[config.mk]
export PLATFORM = sky130hd
export DESIGN_NAME = scr1_dmem_initiator_flat
export DESIGN_NICKNAME = d
export VERILOG_FILES = /design/src/rtl/scr1_dmem_initiator_pkg.sv /design/src/rtl/scr1_dmem_initiator_if.sv /design/src/rtl/scr1_dmem_init_tmo.sv /design/src/rtl/scr1_dmem_initiator.sv /design/src/flat_wrapper.sv
export SDC_FILE = /design/constraint.sdc
export NUM_CORES = 1
export LEC_CHECK = 0
export BUFFER_PORTS_ARGS = -buffer_cell sky130_fd_sc_hd__buf_2
export CORE_ASPECT_RATIO = 1.75
export CORE_UTILIZATION = 40
export CTS_CLUSTER_SIZE = 24
export DETAILED_ROUTE_END_ITERATION = 8
export GPL_TIMING_DRIVEN = 1
export PLACE_DENSITY = 0.79
export SYNTH_ARGS = -nofsm -noshare
export SYNTH_HDL_FRONTEND = slang
export SYNTH_SLANG_ARGS = --single-unit
[constraint.sdc]
create_clock -name clk -period 2.4 [get_ports clk]
set_input_delay 0.24 -clock clk [delete_from_list [all_inputs] [get_ports clk]]
set_output_delay 0.24 -clock clk [all_outputs]
set_load 0.005 [all_outputs]
[src/rtl/scr1_dmem_initiator_pkg.sv]
// -----------------------------------------------------------------------------
// scr1_dmem_initiator_pkg
// Shared definitions for the SCR1 dmem interface and the single-outstanding
// dmem initiator: bus widths, memory command/width/response encodings, the
// initiator FSM state type and an address alignment check that other bus
// masters can reuse.
// -----------------------------------------------------------------------------
package scr1_dmem_initiator_pkg;

  localparam int SCR1_DMEM_AWIDTH = 32;
  localparam int SCR1_DMEM_DWIDTH = 32;

  typedef enum logic {
    SCR1_MEM_CMD_RD = 1'b0,
    SCR1_MEM_CMD_WR = 1'b1
  } type_scr1_mem_cmd_e;

  typedef enum logic [1:0] {
    SCR1_MEM_WIDTH_BYTE  = 2'b00,
    SCR1_MEM_WIDTH_HWORD = 2'b01,
    SCR1_MEM_WIDTH_WORD  = 2'b10,
    SCR1_MEM_WIDTH_ERROR = 2'b11
  } type_scr1_mem_width_e;

  // 2'b11 is not a legal response; receivers treat it as an error.
  typedef enum logic [1:0] {
    SCR1_MEM_RESP_NOTRDY = 2'b00,
    SCR1_MEM_RESP_RDY_OK = 2'b01,
    SCR1_MEM_RESP_RDY_ER = 2'b10
  } type_scr1_mem_resp_e;

  typedef enum logic [1:0] {
    SCR1_DMEM_INIT_IDLE      = 2'b00,
    SCR1_DMEM_INIT_REQ       = 2'b01,
    SCR1_DMEM_INIT_WAIT_RESP = 2'b10,
    SCR1_DMEM_INIT_RESP_OUT  = 2'b11
  } type_scr1_dmem_init_fsm_e;

  // Halfwords need addr[0]==0, words need addr[1:0]==0; bytes are always fine.
  function automatic logic scr1_mem_addr_misaligned(input type_scr1_mem_width_e width,
                                                    input logic [1:0]           addr_lsb);
    logic mis;
    mis = 1'b0;
    case (width)
      SCR1_MEM_WIDTH_HWORD: mis = addr_lsb[0];
      SCR1_MEM_WIDTH_WORD:  mis = (addr_lsb != 2'b00);
      default:              mis = 1'b0;
    endcase
    return mis;
  endfunction

endpackage

[src/rtl/scr1_dmem_initiator_if.sv]
// -----------------------------------------------------------------------------
// scr1_dmem_initiator_if
// SCR1 dmem request/ack/response bus.
//   master : drives dmem_req/cmd/width/addr/wdata, receives req_ack/rdata/resp
//   slave  : the opposite direction (memory-mapped target)
// -----------------------------------------------------------------------------
interface scr1_dmem_initiator_if;
  import scr1_dmem_initiator_pkg::*;

  logic                              dmem_req;
  type_scr1_mem_cmd_e                dmem_cmd;
  type_scr1_mem_width_e              dmem_width;
  logic [SCR1_DMEM_AWIDTH-1:0]       dmem_addr;
  logic [SCR1_DMEM_DWIDTH-1:0]       dmem_wdata;
  logic                              dmem_req_ack;
  logic [SCR1_DMEM_DWIDTH-1:0]       dmem_rdata;
  type_scr1_mem_resp_e               dmem_resp;

  modport master (
    output dmem_req, dmem_cmd, dmem_width, dmem_addr, dmem_wdata,
    input  dmem_req_ack, dmem_rdata, dmem_resp
  );

  modport slave (
    input  dmem_req, dmem_cmd, dmem_width, dmem_addr, dmem_wdata,
    output dmem_req_ack, dmem_rdata, dmem_resp
  );

endinterface

[src/rtl/scr1_dmem_init_tmo.sv]
// -----------------------------------------------------------------------------
// scr1_dmem_init_tmo
// Response timeout counter for scr1_dmem_initiator, compiled only when
// SCR1_DMEM_INIT_TIMEOUT_EN is defined.
//   clk, rst_n : clock, asynchronous active-low reset
//   clr        : entering WAIT_RESP, restart the count
//   en         : currently in WAIT_RESP
//   expired    : this WAIT_RESP cycle is number TIMEOUT_CYCLES
// -----------------------------------------------------------------------------
`ifdef SCR1_DMEM_INIT_TIMEOUT_EN
module scr1_dmem_init_tmo #(
  parameter int unsigned TIMEOUT_CYCLES = 256
) (
  input  logic clk,
  input  logic rst_n,
  input  logic clr,
  input  logic en,
  output logic expired
);

  // cnt holds the number of WAIT_RESP cycles already completed.
  localparam logic [15:0] LAST_CNT = 16'(TIMEOUT_CYCLES - 1);

  logic [15:0] cnt;

  always_ff @(posedge clk or negedge rst_n) begin
    if (!rst_n) begin
      cnt <= '0;
    end else if (clr) begin
      cnt <= '0;
    end else if (en) begin
      cnt <= cnt + 16'd1;
    end
  end

  assign expired = en && (cnt == LAST_CNT);

endmodule
`endif

[src/rtl/scr1_dmem_initiator.sv]
// -----------------------------------------------------------------------------
// scr1_dmem_initiator
// Single-outstanding initiator on the SCR1 dmem bus for non-core masters.
// A valid/ready command becomes one dmem request/ack/response transaction and
// the result is returned on a valid/ready response port. Misaligned commands
// are answered locally with an error and never reach the bus.
//   clk, rst_n                        : clock, asynchronous active-low reset
//   cmd_valid/cmd_ready               : command handshake
//   cmd_write/width/addr/wdata        : command fields
//   resp_valid/resp_ready             : response handshake
//   resp_rdata/resp_err               : raw read word (0 on write/error), error
//   dmem (master modport)             : SCR1 dmem bus
// Optional macro SCR1_DMEM_INIT_TIMEOUT_EN: forces an error response after
// TIMEOUT_CYCLES cycles in WAIT_RESP; otherwise WAIT_RESP waits indefinitely.
// -----------------------------------------------------------------------------
module scr1_dmem_initiator
  import scr1_dmem_initiator_pkg::*;
#(
  parameter int unsigned TIMEOUT_CYCLES = 256
) (
  input  logic                        clk,
  input  logic                        rst_n,
  input  logic                        cmd_valid,
  output logic                        cmd_ready,
  input  logic                        cmd_write,
  input  type_scr1_mem_width_e        cmd_width,
  input  logic [SCR1_DMEM_AWIDTH-1:0] cmd_addr,
  input  logic [SCR1_DMEM_DWIDTH-1:0] cmd_wdata,
  output logic                        resp_valid,
  input  logic                        resp_ready,
  output logic [SCR1_DMEM_DWIDTH-1:0] resp_rdata,
  output logic                        resp_err,
  scr1_dmem_initiator_if.master       dmem
);

  // The timeout counter is 16 bits; an out-of-range limit shows up as this
  // marker block in the elaborated hierarchy.
  if (TIMEOUT_CYCLES < 1 || TIMEOUT_CYCLES > 65535) begin : g_timeout_cycles_out_of_range
  end

  type_scr1_dmem_init_fsm_e    state;
  type_scr1_dmem_init_fsm_e    state_next;

  logic                        cmd_write_q;
  type_scr1_mem_width_e        cmd_width_q;
  logic [SCR1_DMEM_AWIDTH-1:0] cmd_addr_q;
  logic [SCR1_DMEM_DWIDTH-1:0] cmd_wdata_q;
  logic [SCR1_DMEM_DWIDTH-1:0] rdata_q;
  logic                        err_q;

  logic                        cmd_misaligned;
  logic                        tmo_expired;

  assign cmd_misaligned = scr1_mem_addr_misaligned(cmd_width, cmd_addr[1:0]);

`ifdef SCR1_DMEM_INIT_TIMEOUT_EN
  logic tmo_clr;
  logic tmo_en;

  assign tmo_clr = (state == SCR1_DMEM_INIT_REQ) && dmem.dmem_req_ack;
  assign tmo_en  = (state == SCR1_DMEM_INIT_WAIT_RESP);

  scr1_dmem_init_tmo #(
    .TIMEOUT_CYCLES (TIMEOUT_CYCLES)
  ) u_tmo (
    .clk     (clk),
    .rst_n   (rst_n),
    .clr     (tmo_clr),
    .en      (tmo_en),
    .expired (tmo_expired)
  );
`else
  assign tmo_expired = 1'b0;
`endif

  always_ff @(posedge clk or negedge rst_n) begin
    if (!rst_n) begin
      state <= SCR1_DMEM_INIT_IDLE;
    end else begin
      state <= state_next;
    end
  end

  always_comb begin
    state_next = state;
    case (state)
      SCR1_DMEM_INIT_IDLE:
        if (cmd_valid) begin
          state_next = cmd_misaligned ? SCR1_DMEM_INIT_RESP_OUT : SCR1_DMEM_INIT_REQ;
        end
      SCR1_DMEM_INIT_REQ:
        if (dmem.dmem_req_ack) begin
          state_next = SCR1_DMEM_INIT_WAIT_RESP;
        end
      SCR1_DMEM_INIT_WAIT_RESP:
        if ((dmem.dmem_resp != SCR1_MEM_RESP_NOTRDY) || tmo_expired) begin
          state_next = SCR1_DMEM_INIT_RESP_OUT;
        end
      SCR1_DMEM_INIT_RESP_OUT:
        if (resp_ready) begin
          state_next = SCR1_DMEM_INIT_IDLE;
        end
      default: state_next = SCR1_DMEM_INIT_IDLE;
    endcase
  end

  // Handshake outputs come from the state register alone; bus and response
  // fields come straight from registers so they hold steady while waiting.
  always_comb begin
    cmd_ready       = (state == SCR1_DMEM_INIT_IDLE);
    resp_valid      = (state == SCR1_DMEM_INIT_RESP_OUT);
    dmem.dmem_req   = (state == SCR1_DMEM_INIT_REQ);
    dmem.dmem_cmd   = cmd_write_q ? SCR1_MEM_CMD_WR : SCR1_MEM_CMD_RD;
    dmem.dmem_width = cmd_width_q;
    dmem.dmem_addr  = cmd_addr_q;
    dmem.dmem_wdata = cmd_wdata_q;
    resp_rdata      = rdata_q;
    resp_err        = err_q;
  end

  always_ff @(posedge clk or negedge rst_n) begin
    if (!rst_n) begin
      cmd_write_q <= 1'b0;
      cmd_width_q <= SCR1_MEM_WIDTH_WORD;
      cmd_addr_q  <= '0;
      cmd_wdata_q <= '0;
      rdata_q     <= '0;
      err_q       <= 1'b0;
    end else begin
      case (state)
        SCR1_DMEM_INIT_IDLE:
          if (cmd_valid) begin
            cmd_write_q <= cmd_write;
            cmd_width_q <= cmd_width;
            cmd_addr_q  <= cmd_addr;
            cmd_wdata_q <= cmd_wdata;
            // A misaligned command is answered from here without a bus cycle.
            rdata_q     <= '0;
            err_q       <= cmd_misaligned;
          end
        SCR1_DMEM_INIT_WAIT_RESP:
          // A real response beats a timeout landing in the same cycle.
          case (dmem.dmem_resp)
            SCR1_MEM_RESP_RDY_OK: begin
              rdata_q <= cmd_write_q ? '0 : dmem.dmem_rdata;
              err_q   <= 1'b0;
            end
            SCR1_MEM_RESP_NOTRDY:
              if (tmo_expired) begin
                rdata_q <= '0;
                err_q   <= 1'b1;
              end
            default: begin
              rdata_q <= '0;
              err_q   <= 1'b1;
            end
          endcase
        default: ;
      endcase
    end
  end

endmodule

[src/flat_wrapper.sv]
// flat-port wrapper written by rule: the top's interface ports become plain ports
module scr1_dmem_initiator_flat import scr1_dmem_initiator_pkg::*;
#(
  parameter int unsigned TIMEOUT_CYCLES = 256
)
  (clk, rst_n, cmd_valid, cmd_ready, cmd_write, cmd_width, cmd_addr, cmd_wdata, resp_valid, resp_ready, resp_rdata, resp_err, dmem_dmem_req, dmem_dmem_cmd, dmem_dmem_width, dmem_dmem_addr, dmem_dmem_wdata, dmem_dmem_req_ack, dmem_dmem_rdata, dmem_dmem_resp);
  scr1_dmem_initiator_if dmem_i ();
  input  logic clk;
  input  logic rst_n;
  input  logic cmd_valid;
  output logic cmd_ready;
  input  logic cmd_write;
  input  type_scr1_mem_width_e cmd_width;
  input  logic [SCR1_DMEM_AWIDTH-1:0] cmd_addr;
  input  logic [SCR1_DMEM_DWIDTH-1:0] cmd_wdata;
  output logic resp_valid;
  input  logic resp_ready;
  output logic [SCR1_DMEM_DWIDTH-1:0] resp_rdata;
  output logic resp_err;
  output wire logic [$bits(dmem_i.dmem_req)-1:0] dmem_dmem_req;
  output wire logic [$bits(dmem_i.dmem_cmd)-1:0] dmem_dmem_cmd;
  output wire logic [$bits(dmem_i.dmem_width)-1:0] dmem_dmem_width;
  output wire logic [$bits(dmem_i.dmem_addr)-1:0] dmem_dmem_addr;
  output wire logic [$bits(dmem_i.dmem_wdata)-1:0] dmem_dmem_wdata;
  input wire logic [$bits(dmem_i.dmem_req_ack)-1:0] dmem_dmem_req_ack;
  input wire logic [$bits(dmem_i.dmem_rdata)-1:0] dmem_dmem_rdata;
  input wire logic [$bits(dmem_i.dmem_resp)-1:0] dmem_dmem_resp;
  assign dmem_dmem_req = dmem_i.dmem_req;
  assign dmem_dmem_cmd = dmem_i.dmem_cmd;
  assign dmem_dmem_width = dmem_i.dmem_width;
  assign dmem_dmem_addr = dmem_i.dmem_addr;
  assign dmem_dmem_wdata = dmem_i.dmem_wdata;
  assign dmem_i.dmem_req_ack = dmem_dmem_req_ack;
  assign dmem_i.dmem_rdata = dmem_dmem_rdata;
  assign dmem_i.dmem_resp = dmem_dmem_resp;
  scr1_dmem_initiator #(.TIMEOUT_CYCLES(TIMEOUT_CYCLES)) u_core (.clk(clk), .rst_n(rst_n), .cmd_valid(cmd_valid), .cmd_ready(cmd_ready), .cmd_write(cmd_write), .cmd_width(cmd_width), .cmd_addr(cmd_addr), .cmd_wdata(cmd_wdata), .resp_valid(resp_valid), .resp_ready(resp_ready), .resp_rdata(resp_rdata), .resp_err(resp_err), .dmem(dmem_i));
endmodule
==> results of run 1 <==
final cells by class:
type	instances	share of cell area (%)
multi-input cells	157	25.44
clock buffers	11	4.262
well taps	127	2.790
flip-flops and latches	102	44.84
repair buffers	214	19.60
inverters	38	2.504
clock inverters	4	0.5712
worst max-delay path, delay by kind of cell (launching register included):
kind,cells,cell delay [ns]
flip-flops,1,0.38
adder cells (fa/ha/maj),1,0.29
AND/OR/NAND/NOR,2,0.39
multiplexers,1,0.25
buffers and inverters,2,0.47
path summary, 6_finish.rpt:
kind | end | cells after the start | startpoint
setup / recovery | u_core.resp_rdata[30] | 6 | u_core.state[0]
hold / removal | u_core.dmem.dmem_wdata[26] | 2 | cmd_wdata[26]
setup reg to reg | u_core.resp_rdata[30] | 6 | u_core.state[0]
hold reg to reg | u_core.dmem.dmem_width[1] | 2 | u_core.dmem.dmem_width[1]
max in group asynchronous | u_core.dmem.dmem_width[1] | 3 | rst_n
min in group asynchronous | u_core.resp_rdata[21] | 2 | rst_n
cells by family (layout without fill, tap and decap cells):
family,Yosys count,after routing,synth area share (%)
flip-flops,102,102,60.21
multiplexers,100,100,25.66
AND/OR/NAND/NOR,43,43,4.926
buffers and inverters,52,267,5.693
AO/OA/AOI/OAI,8,8,1.740
adder cells (fa/ha/maj),6,6,1.770
sequential cells by signal (all words and copies together), names as in the netlist:
register                count
u_core.cmd_write_q          1
u_core.dmem.dmem_addr      32
u_core.dmem.dmem_wdata     32
u_core.dmem.dmem_width      2
u_core.resp_err             1
u_core.resp_rdata          32
u_core.state                2
power groups by stage:
stage                     clock network [mW]  registers, mW  logic (mW)
after floorplan                            0           2.82        1.54
after global placement                     0           2.74        2.52
after detailed placement                   0           2.79        2.60
after CTS                               1.39           2.77        2.61
after global routing                    1.45           2.84        2.78
final                                   1.34           2.76        2.55
layer usage:
| metal | part of all wire [%] | vias to the layer above | wire length (um) |
|---|---|---|---|
| li1 | - | 1436 | - |
| met1 | 37 | 1434 | 3357 |
| met2 | 54 | 131 | 5000 |
| met3 | 6.1 | 23 | 558 |
| met4 | 3.0 | 0 | 276 |
| met5 | 0 | - | 0 |
cells in the final DEF, fill, tap and decap left out, drive strengths merged:
cell type and instances:
inv 39, and4bb 1, buf 213, dfstp 1
and2b 1, a2111oi 1, mux2i 33, a21oi 1
clkinv 1, dfrtp 101, clkbuf 11, o21ai 3
nor3b 1, nand2 35, a21boi 1, clkinvlp 2
dlygate4sd3 1, a222oi 1, mux2 67, ha 6
a221oi 1, nor3 1, nor2 2, nor2b 2
metrics by stage:
step,instances,instance area (um2),hold WS [ns]
after floorplan,311,4242,-0.05559
after global placement,637,5410,0.3070
after detailed placement,637,5410,0.3153
after CTS,653,5695,0.09841
after global routing,653,5695,0.1104
final,653,5695,0.1151
timing repair:
action                    in CTS  in global routing
resized for setup              0                  0
hold buffers                   1                  0
hold endpoints to repair      52                  0
==> summary.txt, run 1 <==
Final layout
  – Share of layout cells above drive strength 1: between 50% and 60%
  – # fillers: 880
  – Fin util: roughly 55%
  – Multi-input logic area: about 1400 um2
  – Antenna cells: 0
  – Final #Nets: between 600 and 700
  – Register area: 2554 um2
  – P&R area growth vs syn: 34.28%

Synth
  – Avg Cell Area, Syn: 13.64 um2
  – Synthesis-stage register bit count: 102
  – Ys async rst share: 100.0%
  – Post-synthesis sequential area ratio: about three fifths
  – Dominant synthesized flop cell: dfrtp_1
  – Cell taking the most area after synthesis: dfrtp_1
  – Synth area leaders: dfrtp_1 (60%), mux2_2 (16%), mux2i_1 (7.8%), inv_1 (3.4%), nand2_1 (3.1%)
  – Number of flops mapped to enable cells by yosys: 0
  – Most frequent cell after synthesis: dfrtp_1
  – YS warnings: 0
  – Cell Area, Synth: around 4200 um2
  – Cells after synthesis: 311
  – Yosys cell types: 24
  – Syn_nets: approximately 420
  – Post-synth top cells: dfrtp_1 (101), mux2_2 (59), inv_1 (38), nand2_1 (35), mux2i_1 (33)
  – Synth top area share: 59.59%

Clocking
  – TritonCTS clock tree: yes
  – Num CTS Buffers: 9
  – Num Clock Sinks: 102
  – H-tree levels: 3
  – CTS max path bufs: 2
  – Root Buffer: clkbuf_16
  – Post-CTS Setup Bufs: 0
  – Reg clk slew, reported paths: 0.07 ns
  – Worst-Skew Late Latency: roughly 0.33 ns

STA
  – Period utilization: roughly 78%
  – Min Tclk post-route: 1.875 ns
  – Worst setup margin: 0.5253 ns
  – TNS Setup: 0 ns
  – Worst slew margin: 55.13%
  – Measured slew at the worst slew-check pin: 0.6730 ns
  – Hold violation count in the final report: 0
  – Final Skew: 0.003669 ns
  – RSZ-0062 raised after global routing: false
  – F_max: 0.5334 GHz
  – Slew Limit Fails: 0
  – Final count of negative-setup-slack endpoints: 0

Power
  – Clk pwr share: 20.2%
  – Flop pwr share: 41.5%
  – Pint: 4.590 mW
  – Worst vdd ir: a little over 0.6 mV
  – Overall power: 6.651 mW
  – Leakage power: 2.935 nW
  – Pwr dens: 1168 nW/um2
  – Sw frac: between 30% and 40%
  – Comb power frac: between 30% and 40%
  – Switching power: 2.061 mW

Global routing
  – GR Util met1: 18.34%
  – Most Crowded Layer GR: met2
  – First-pass GRT wire length: 14950 um
  – Initial antenna violation count: 0
  – Met2 usage: 31.17%
  – Total GRT Usage: between 10% and 20%
  – GR Layer Usage met3: 3.894%
  – Global route overflow: 0
  – Largest net degree at the start of global routing: 70
  – Vias in the first global route: 3302

Critical path
  – WP data arrival: roughly 2.1 ns
  – CP max FO: 25
  – WS Path Type: register to register
  – Slowest cell on crit path: buf_4
  – R2r setup slk: 0.53 ns
  – Critical Path RT: 2.66 ns
  – Kind of start point of the critical path: register
  – Worst path cell trace: inv_1 > ha_1 > and2b_4 > nor3_4 > buf_4 > mux2i_1
  – Endpoint type of the worst setup path: register
  – CP peak stage delay: 0.39 ns

Floorplan
  – Die Area: 11040 um2
  – Die X: 79.84 um
  – Ports: ~210
  – Die H: 138.2 um
  – Core area: about 10000 um2
  – Row cnt: 49
  – Initial Utilization: 41.18%

Placed design
  – Place WS: 0.5110 ns
  – IO buf count: 208
  – HPWL after DPL: 7066 um
  – RD Place Congestion: 0.7919

Drt
  – Routed WL: 9192 um
  – 1st-pass router iterations: 4
  – DR iter-0 viols: 68
  – Vias: 3024
  – WL/cell: 14.08 um
  – Drc violations: 0
  – Antenna Nets Post-Route: 0
  – Drt via density: between 4 and 5

Min path
  – HP Class: input pin to register

Outcome
  – Status: completed

Job
  – Max Cap Violations: 0
No activity file was read; power rests on OpenSTA's default activity.
==> run 2: changes to the inputs <==
--- a/config.mk
+++ b/config.mk
@@ -11,7 +11,7 @@
 export CTS_CLUSTER_SIZE = 24
 export DETAILED_ROUTE_END_ITERATION = 8
 export GPL_TIMING_DRIVEN = 1
-export PLACE_DENSITY = 0.79
+export PLACE_DENSITY = 0.82
 export SYNTH_ARGS = -nofsm -noshare
 export SYNTH_HDL_FRONTEND = slang
 export SYNTH_SLANG_ARGS = --single-unit
==> constraint.sdc (replaced) <==
create_clock -name clk -period 1.55 [get_ports clk]
set_input_delay 0.155 -clock clk [delete_from_list [all_inputs] [get_ports clk]]
set_output_delay 0.155 -clock clk [all_outputs]
set_load 0.005 [all_outputs]
==> summary.txt, run 2 (same netlist as run 1, synthesis figures left out) <==
Clocking
  – H-tree levels: 3 (unchanged)
  – Worst-Skew Late Latency: 0.34 ns (was 0.33 ns)
  – Num CTS Buffers: 9 (unchanged)
  – TritonCTS clock tree: yes (unchanged)
  – Root Buffer: clkbuf_16 (unchanged)
  – Num Clock Sinks: 102 (unchanged)
  – CTS max path bufs: 2 (unchanged)
  – Reg clk slew, reported paths: 0.07 ns (about the same)

Floorplan
  – Core area: 10300 um2 (unchanged)
  – Die X: 79.84 um (unchanged)
  – Die H: 138.2 um (unchanged)
  – Initial Utilization: 41.18% (unchanged)
  – Row cnt: 49 (unchanged)
  – Die Area: 11040 um2 (unchanged)
  – Ports: 209 (unchanged)

Final layout
  – P&R area growth vs syn: 41.98% (was 34.28%)
  – Antenna cells: 0 (unchanged)
  – Final instance area: 6022 um2 (was 5695 um2)
  – Fin util: 58.47% (was 55.30%)
  – Most frequent cells in the layout: buf_2 (207), dfrtp_1 (101), mux2_2 (59), inv_1 (36), nand2_1 (34) (was buf_2 (207), dfrtp_1 (101), mux2_2 (59), inv_1 (38), nand2_1 (34))
  – Most common cell after layout, fill and taps aside: buf_2 (unchanged)
  – Final #Nets: 653 (was 634)
  – Share of layout cells above drive strength 1: 59.34% (was 55.70%)

STA
  – Slew Limit Fails: 0 (unchanged)
  – Hold violation count in the final report: 0 (unchanged)
  – Measured slew at the worst slew-check pin: 0.3393 ns (was 0.6730 ns)
  – Final count of negative-setup-slack endpoints: 69 (was 0)
  – F_max: 0.5841 GHz (was 0.5334 GHz)
  – Worst setup margin: -0.1622 ns (was 0.5253 ns)
  – Min Tclk post-route: 1.712 ns (was 1.875 ns)
  – RSZ-0062 raised after global routing: true (was false)
  – Period utilization: 110.5% (was 78.11%)
  – Worst slew margin: 77.38% (was 55.13%)
  – TNS Setup: -2.508 ns (was 0 ns)
  – Worst Hold Slack: 0.02342 ns (was 0.1151 ns)
  – Final Skew: 0.009644 ns (was 0.003669 ns)

Critical path
  – End of the critical path: u_core.state[1] (was u_core.resp_rdata[30])
  – Reg-to-Reg End: u_core.state[1] (was u_core.resp_rdata[30])
  – Critical Path RT: 1.77 ns (was 2.66 ns)
  – Endpoint type of the worst setup path: register (unchanged)
  – R2r setup slk: -0.16 ns (was 0.53 ns)
  – Top Family by Delay on Critical Path: compound AO/OA/AOI/OAI gates (was buffers and inverters)
  – Kind of start point of the critical path: register (unchanged)
  – Slowest cell on crit path: a2111oi_4 (was buf_4)
  – Worst Path Buf+Inv: 2 (unchanged)
  – CP max FO: 5 (was 25)
  – Cells on worst reg2reg path: 6 (unchanged)
  – WP data arrival: 1.93 ns (was 2.13 ns)
  – Levels on crit path: 6 (unchanged)
  – WS Path Type: register to register (unchanged)
  – CP peak stage delay: 0.39 ns (about the same)
  – CP Launch Point: u_core.state[1] (was u_core.state[0])
  – Worst path cell trace: buf_4 > inv_2 > ha_4 > and2b_4 > a2111oi_4 > mux2_4 (was inv_1 > ha_1 > and2b_4 > nor3_4 > buf_4 > mux2i_1)
  – Worst r2r src: u_core.state[1] (was u_core.state[0])

Drt
  – DR iter-0 viols: 88 (was 68)
  – Drt via density: 4.682 (was 4.631)
  – Drc violations: 0 (unchanged)
  – 1st-pass router iterations: 5 (was 4)
  – Antenna Nets Post-Route: 0 (unchanged)
  – Routed WL: 10050 um (was 9192 um)
  – Vias: 3151 (was 3024)
  – WL/cell: 14.93 um (was 14.08 um)

Power
  – Pint: 7.925 mW (was 4.590 mW)
  – Pwr dens: 1898 nW/um2 (was 1168 nW/um2)
  – Sw frac: 30.66% (was 30.99%)
  – Leakage power: 3.086 nW (was 2.935 nW)
  – Switching power: 3.504 mW (was 2.061 mW)
  – Worst vdd ir: 0.9688 mV (was 0.6204 mV)
  – Flop pwr share: 37.2% (was 41.5%)
  – Clk pwr share: 20.5% (was 20.2%)
  – Comb power frac: 42.4% (was 38.4%)

Global routing
  – First-pass GRT wire length: 15700 um (was 14950 um)
  – Vias in the first global route: 3505 (was 3302)
  – Global route overflow: 0 (unchanged)
  – Total GRT Usage: 18.38% (was 17.34%)
  – Initial antenna violation count: 0 (unchanged)
  – Largest net degree at the start of global routing: 49 (was 70)

Placed design
  – RD Place Congestion: 0.7698 (was 0.7919)
  – Post-DP Area: 5520 um2 (was 5410 um2)
  – HPWL after DPL: 7402 um (was 7066 um)
  – IO buf count: 208 (unchanged)
  – Place WS: -0.1392 ns (was 0.5110 ns)

Job
  – Max Cap Violations: 0 (unchanged)

Outcome
  – Violated checks: setup timing
  – Status: complete, but fails checks (was completed)

Min path
  – HP Class: input pin to register (unchanged)
==> run 2: changes by cell type in the layout (fill, tap and decap cells not counted), moves of 2 or more <==
cell        before  now
buf_4            4   15
buf_12           2    6
ha_1             6    2
ha_4             0    3
buf_6            0    2
clkinvlp_4       2    0
inv_1           38   36
inv_2            0    2
mux2i_1         33   31
mux2i_2          0    2
==> run 2: metal layers <==
| layer | wire [um] | vias up | track usage [%] |
|---|---|---|---|
| li1 | - | 1481 | - |
| met1 | 3559 | 1507 | 18.60 |
| met2 | 5594 | 137 | 33.96 |
| met3 | 605 | 26 | 4.356 |
| met4 | 291 | 0 | 8.929 |
| met5 | 0 | - | 0 |
==> run 2: area by class of cell <==
| class | count | area (um2) |
|---|---|---|
| Fill cell | 837 | 4278 |
| Timing Repair Buffer | 233 | 1341 |
| Clock inverter | 5 | 65.06 |
| Tap cell | 127 | 158.9 |
| Sequential cell | 102 | 2554 |
| Multi-Input combinational cell | 157 | 1508 |
| Clock buffer | 11 | 252.7 |
| Inverter | 38 | 142.6 |
==> run 2: worst register-to-register path, cell delays in order (launching register included) <==
cell and delay, ns:
dfrtp_1 0.36, buf_4 0.11, inv_2 0.04, ha_4 0.17, and2b_4 0.19, a2111oi_4 0.39, mux2_4 0.33
==> run 2: metrics by stage <==
stage	std cells	power, mW
finish	673	11.43
global route	673	12.12
CTS	671	11.48
detailed placement	645	8.625
global placement	645	8.376
floorplan	311	6.832
==> run 2: timing repair <==
item,in CTS,in global routing
setup buffers,8,4
gates cloned,1,1
hold buffers,1,0
gates resized for setup,9,16
endpoints found under the setup margin,91,94
pin swaps,2,1
hold endpoints to repair,98,0
==> run 2: power by group through the flow <==
stage | combinational [mW] | clock [mW] | sequential, mW
final | 4.84 | 2.34 | 4.25
after global routing | 5.21 | 2.53 | 4.38
after CTS | 4.82 | 2.41 | 4.26
after detailed placement | 4.31 | 0 | 4.31
after global placement | 4.13 | 0 | 4.25
after floorplan | 2.46 | 0 | 4.38
==> run 2: worst min-delay path by stage <==
stage / startpoint / end / slack, ns / depth (start not counted)
after floorplan: rst_n / u_core.cmd_write_q / -0.14 / 0
after global routing: cmd_wdata[25] / u_core.dmem.dmem_wdata[25] / 0.02 / 2
after global placement: rst_n / u_core.dmem.dmem_width[0] / 0.02 / 1
after detailed placement: rst_n / u_core.dmem.dmem_width[0] / 0.03 / 1
final: cmd_wdata[25] / u_core.dmem.dmem_wdata[25] / 0.02 / 2
after CTS: cmd_wdata[25] / u_core.dmem.dmem_wdata[25] / 0.01 / 2
